`src/rtl/npc_bpred.sv`:
```
// Next-PC generator for the F stage: PC register, direct-mapped BTB with 2-bit
// direction counters, E-stage mispredict recovery and exception/eret/jump arbitration.
module npc_bpred #(
  parameter logic [31:0] RESET_PC  = 32'h0000_3000,
  parameter logic [31:0] EXC_VEC   = 32'h0000_4180,
  parameter int          BTB_IDX_W = 3,
  parameter logic [1:0]  CNT_ALLOC = 2'b10
) (
  input  logic        clk,
  input  logic        reset,
  input  logic        stall,
  input  logic        exc_req,
  input  logic        eret_req,
  input  logic [31:0] epc,
  input  logic        d_jump_valid,
  input  logic [31:0] d_jump_target,
  input  logic        e_br_valid,
  input  logic [31:0] e_slot_pc,
  input  logic        e_taken,
  input  logic [31:0] e_target,
  input  logic        e_pred_taken,
  input  logic [31:0] e_pred_target,
  output logic [31:0] pc_f,
  output logic [31:0] pc_a4_f,
  output logic        pred_taken_f,
  output logic [31:0] pred_target_f,
  output logic        flush_fd,
  output logic [15:0] mispred_cnt
);

  localparam int N     = 1 << BTB_IDX_W;
  localparam int TAG_W = 32 - BTB_IDX_W - 2;

  logic [31:0]          pc_q, pc_d;
  logic [15:0]          mispred_q, mispred_d;
  logic [N-1:0]         valid_q, valid_d;
  logic [TAG_W-1:0]     tag_q [N];
  logic [TAG_W-1:0]     tag_d [N];
  logic [31:0]          tgt_q [N];
  logic [31:0]          tgt_d [N];
  logic [1:0]           cnt_q [N];
  logic [1:0]           cnt_d [N];

  logic [BTB_IDX_W-1:0] idx_f, idx_e;
  logic [TAG_W-1:0]     tag_f, tag_e;
  logic                 hit_f, hit_e, mis;
  logic [31:0]          corr_pc;

  assign idx_f = pc_q[BTB_IDX_W+1:2];
  assign tag_f = pc_q[31:BTB_IDX_W+2];
  assign idx_e = e_slot_pc[BTB_IDX_W+1:2];
  assign tag_e = e_slot_pc[31:BTB_IDX_W+2];

  // Lookup reads the registered arrays, so training this cycle is seen next cycle.
  assign hit_f         = valid_q[idx_f] && (tag_q[idx_f] == tag_f);
  assign hit_e         = valid_q[idx_e] && (tag_q[idx_e] == tag_e);
  assign pc_f          = pc_q;
  assign pc_a4_f       = pc_q + 32'd4;
  assign pred_taken_f  = hit_f && cnt_q[idx_f][1];
  assign pred_target_f = hit_f ? tgt_q[idx_f] : pc_a4_f;

  assign mis = e_br_valid &&
               ((e_taken != e_pred_taken) || (e_taken && (e_target != e_pred_target)));
  assign corr_pc     = e_taken ? e_target : (e_slot_pc + 32'd4);
  assign flush_fd    = mis && !eret_req && !exc_req;
  assign mispred_cnt = mispred_q;

  always_comb begin
    pc_d = pc_a4_f;
    if (eret_req)          pc_d = epc;
    else if (exc_req)      pc_d = EXC_VEC;
    else if (mis)          pc_d = corr_pc;
    else if (stall)        pc_d = pc_q;
    else if (d_jump_valid) pc_d = d_jump_target;
    else if (pred_taken_f) pc_d = pred_target_f;
  end

  always_comb begin
    mispred_d = mispred_q;
    if (mis && (mispred_q != 16'hFFFF)) mispred_d = mispred_q + 16'd1;
  end

  always_comb begin
    valid_d = valid_q;
    tag_d   = tag_q;
    tgt_d   = tgt_q;
    cnt_d   = cnt_q;
    if (e_br_valid) begin
      if (hit_e) begin
        if (e_taken) begin
          if (cnt_q[idx_e] != 2'b11) cnt_d[idx_e] = cnt_q[idx_e] + 2'd1;
          tgt_d[idx_e] = e_target;
        end else if (cnt_q[idx_e] != 2'b00) begin
          cnt_d[idx_e] = cnt_q[idx_e] - 2'd1;
        end
      end else if (e_taken) begin
        valid_d[idx_e] = 1'b1;
        tag_d[idx_e]   = tag_e;
        tgt_d[idx_e]   = e_target;
        cnt_d[idx_e]   = CNT_ALLOC;
      end
    end
  end

  always_ff @(posedge clk) begin
    if (reset) begin
      pc_q      <= RESET_PC;
      mispred_q <= 16'd0;
      valid_q   <= '0;
      for (int i = 0; i < N; i++) begin
        tag_q[i] <= '0;
        tgt_q[i] <= '0;
        cnt_q[i] <= 2'b01;
      end
    end else begin
      pc_q      <= pc_d;
      mispred_q <= mispred_d;
      valid_q   <= valid_d;
      tag_q     <= tag_d;
      tgt_q     <= tgt_d;
      cnt_q     <= cnt_d;
    end
  end

endmodule

```
`config.mk`:
```
export PLATFORM = sky130hd
export DESIGN_NAME = npc_bpred
export DESIGN_NICKNAME = d
export VERILOG_FILES = /design/src/rtl/npc_bpred.sv
export SDC_FILE = /design/constraint.sdc
export NUM_CORES = 2
export LEC_CHECK = 0
export BUFFER_PORTS_ARGS = -buffer_cell sky130_fd_sc_hd__buf_2
export CELL_PAD_IN_SITES_DETAIL_PLACEMENT = 1
export CELL_PAD_IN_SITES_GLOBAL_PLACEMENT = 2
export CORE_MARGIN = 8
export CORE_UTILIZATION = 30
export DETAILED_ROUTE_END_ITERATION = 16
export PLACE_DENSITY = 0.75
export RECOVER_POWER = 100
export SLEW_MARGIN = 20
export SYNTH_ARGS = -nofsm -noshare
export SYNTH_HDL_FRONTEND = slang
export SYNTH_SLANG_ARGS = --single-unit
```
`constraint.sdc`:
```
create_clock -name clk -period 7.07 [get_ports clk]
set_clock_uncertainty 0.2 [all_clocks]
set_input_delay 0.3535 -clock clk [delete_from_list [all_inputs] [get_ports clk]]
set_output_delay 0.3535 -clock clk [all_outputs]
set_load 0.05 [all_outputs]
```
==> summary.md <==
| Metric | Value |
|---|---|
| Status | `finished, violations left` |
| Failing checks | `capacitance limit, slew limit` |
| Clock tree buffer depth | `3` |
| WL/cell | `28.4 um` |
| HP Class | `primary input to flip-flop` |
| CP required | `7.41 ns` |
| Die W | `331 um` |
| Syn Inst Count | `3,480` |
| Top post-synthesis cells by count | `nand2_1, dfxtp_1, a21oi_1` |
| DP Wirelength | `93,600 um` |
| Yosys warns | `0` |
| Max-cap violations | `12` |
| Synth Net Count | `3,654` |
| Post-synth EDFFs | `0` |
| Io pins | `283` |
| Initial antenna violation count | `6` |
| Total GRT Usage | `24.8%` |
| Leak | `12.4 nW` |
| Residual DRC | `0` |
| VDD IR max | `165 uV` |
| Synth top area cells | `dfxtp_1, mux4_2, a21oi_1, nand2_1, mux2i_1` |
| # clock sinks | `544` |
| Dpl cells | `4,755` |
| Fmax achieved | `152 MHz` |
| Largest net degree at the start of global routing | `161` |
| Clock-pin slew on the worst setup and hold paths | `0.06 ns` |
| Final wirelength | `142,000 um` |
| Drt first pass iters | `6` |
| Share of post-route cells with drive strength above 1 | `14.8%` |
| Slew Viols, Final | `396` |
| # port buffers | `282` |
| H-Tree Depth | `3` |
| 1st-iter DRT viols | `2,414` |
| Worst-margin pin slew | `4.86 ns` |
| Post-synth top flop | `dfxtp_1` |
| Core box area | `98,300 sq um` |
| Slowest cell on the critical path | `nor3_1` |
| Non-filler instance count after layout | `4,992` |
| Clk_lat worst skew | `0.63 ns` |
| CP peak stage delay | `2.46 ns` |
| Vias | `29.1k` |
| Synth Register Bits | `544` |
| First-pass GRT wire length | `203,000 um` |
| Worst path buffer plus inverter count | `4` |
| Drt via density | `5.82` |
| Vias in the first global route | `29.3k` |
| Setup violators final | `0` |
| Rel. slew slack | `-224%` |
| Cell mode on critical path | `clkbuf_1` |
| Die Ht | `331 um` |
| Critical path peak fanout | `24` |
| Top-area cell type share of the netlist area | `36.7%` |
| Post-synthesis sequential area ratio | `36.7%` |
| Root Driver | `clkbuf_16` |
| Area Growth Syn to Fin | `17.8%` |
| Largest area contributor in the netlist | `dfxtp_1` |
| Die ar. | `109,000 sq um` |
| Setup_tns | `0 ns` |
| Crit-path cells | `clkbuf_1, clkbuf_1, clkbuf_1, or2_0, nor3_1, clkbuf_1, nand3_1, a21oi_1` |
| Fin. Hold Viols | `0` |
| Setup Buffers After CTS | `0` |
| Critical path class | `primary input to flip-flop` |
| Cell area after synthesis | `29,700 sq um` |
| CP startpoint kind | `primary input` |
| Placer congestion estimate | `0.892` |
| Row cnt | `115` |
| Post-synthesis cell type count | `83` |
| Initial Util | `30.2%` |
| R2r startpoint | `pc_f[2]` |
| Most frequent cell after synthesis | `nand2_1` |
| Grt ovf | `0` |
| Mean Syn Cell Area | `8.53 sq um` |
| CP endpoint kind | `flip-flop` |
| Filler instances | `11.6k` |
| CTS tree | `built` |
| Final #Nets | `3,823` |
| Tmin final | `6.58 ns` |
| CP arrival | `6.92 ns` |
| Largest delay share family, worst path | `simple AND/OR/NAND/NOR gates` |
| Ys async rst share | `0%` |
| Hold path start | `e_slot_pc[21]` |
| Pwr Density | `231 nW/um^2` |
| Final period utilization | `93.1%` |
| Num CTS Buffers | `67` |
| Crit path from | `e_slot_pc[2]` |
| RSZ-0062 raised after global routing | `no` |
| Final antenna-violating net count | `0` |
[per-layer routing]
| layer | vias to the layer above | share of wire (%) | global-route usage, % |
|---|---|---|---|
| met3 | 287 | 6.9 | 4.48 |
| met1 | 14900 | 43 | 32.4 |
| li1 | 12800 | - | - |
| met5 | - | 0.0092 | 0 |
| met4 | 2 | 3.9 | 9.35 |
| met2 | 1153 | 46 | 40.5 |
[worst paths after layout]
path,endpoint,slack (ns),cells after the start
hold reg to reg,tgt_q[15],0.25,2
setup reg to reg,pc_f[9],1.45,11
hold / removal,tag_q[205],0.02,4
setup / recovery,tag_q[141],0.49,8
[area by class of cell]
class / instances / area, sq um / area share [%]
flip-flops and latches: 544 / 10900 / 31.2
clock inverters: 28 / 364 / 1.04
multi-input cells: 2545 / 17100 / 48.8
repair buffers: 465 / 2900 / 8.29
well taps: 1287 / 1610 / 4.60
clock buffers: 94 / 2030 / 5.81
inverters: 26 / 97.6 / 0.279
diodes: 3 / 7.51 / 0.0215
[logic make-up after synthesis]
logic type,count (synthesis),synth area share (%)
compound gates,891,18.1
xor+xnor,145,4.30
fa+ha+maj,5,0.211
buf+inv,391,6.16
flops,544,36.7
mux,371,17.8
simple gates,1133,16.8
[what timing repair did]
item / 4_1_cts / 5_1_grt
hold buffers: 112 / 0
endpoints found under the setup margin: 0 / 0
endpoints found under the hold margin: 446 / 0
gates resized for setup: 0 / 0
[where the power goes]
part           internal [W]  switching (W)  total [W]
combinational      0.000337       0.000763    0.00110
sequential          0.00312      0.0000899    0.00321
clock               0.00227        0.00149    0.00377
[through the flow]
step | hold WS (ns) | power, W | cell area, sq um | worst slack [ns] | utilization [%]
floorplan | 0.233 | 0.00392 | 29700 | 2.12 | -
global placement | 0.239 | 0.00431 | 31700 | 1.82 | 32.3
detailed placement | 0.246 | 0.00431 | 31700 | 1.74 | 32.3
CTS | 0.000268 | 0.00813 | 35200 | 1.03 | 35.9
global route | 0.00879 | 0.00830 | 35000 | 0.368 | 35.6
finish | 0.0235 | 0.00808 | 35000 | 0.490 | 35.6
[placed cells by master, fill, tap and decap left out, types with 19 or more instances in the layout]
cell type      netlist  final
nand2_1            600    598
dfxtp_1            544    541
a21oi_1            479    479
mux2i_1            220    220
nand3_1            194    191
buf_2               38    178
nor2_1             176    174
o21ai_0            170    171
clkbuf_1           259    126
mux4_2             117    117
dlygate4sd3_1        0    112
xor2_1              82     82
clkbuf_16            0     71
xnor2_1             62     62
buf_4               18     49
a221oi_1            40     40
nand4_1             37     37
a22oi_1             35     35
and3_1              35     33
o211ai_1            31     31
mux2_2              29     27
inv_1               23     24
a22o_1              19     19
[registers in the layout, summed over array words and instances, names as in the netlist]
name,flops
mispred_cnt,16
valid_q,8
tag_q,216
pc_f,32
cnt_q,16
tgt_q,256
[tightest hold or removal path, delay by kind of cell]
family,cells,cell delay [ns]
buffers and inverters,2,0.28
AND/OR/NAND/NOR,1,0.09
AO/OA/AOI/OAI,1,0.06
(Power assumes the default switching activity.)
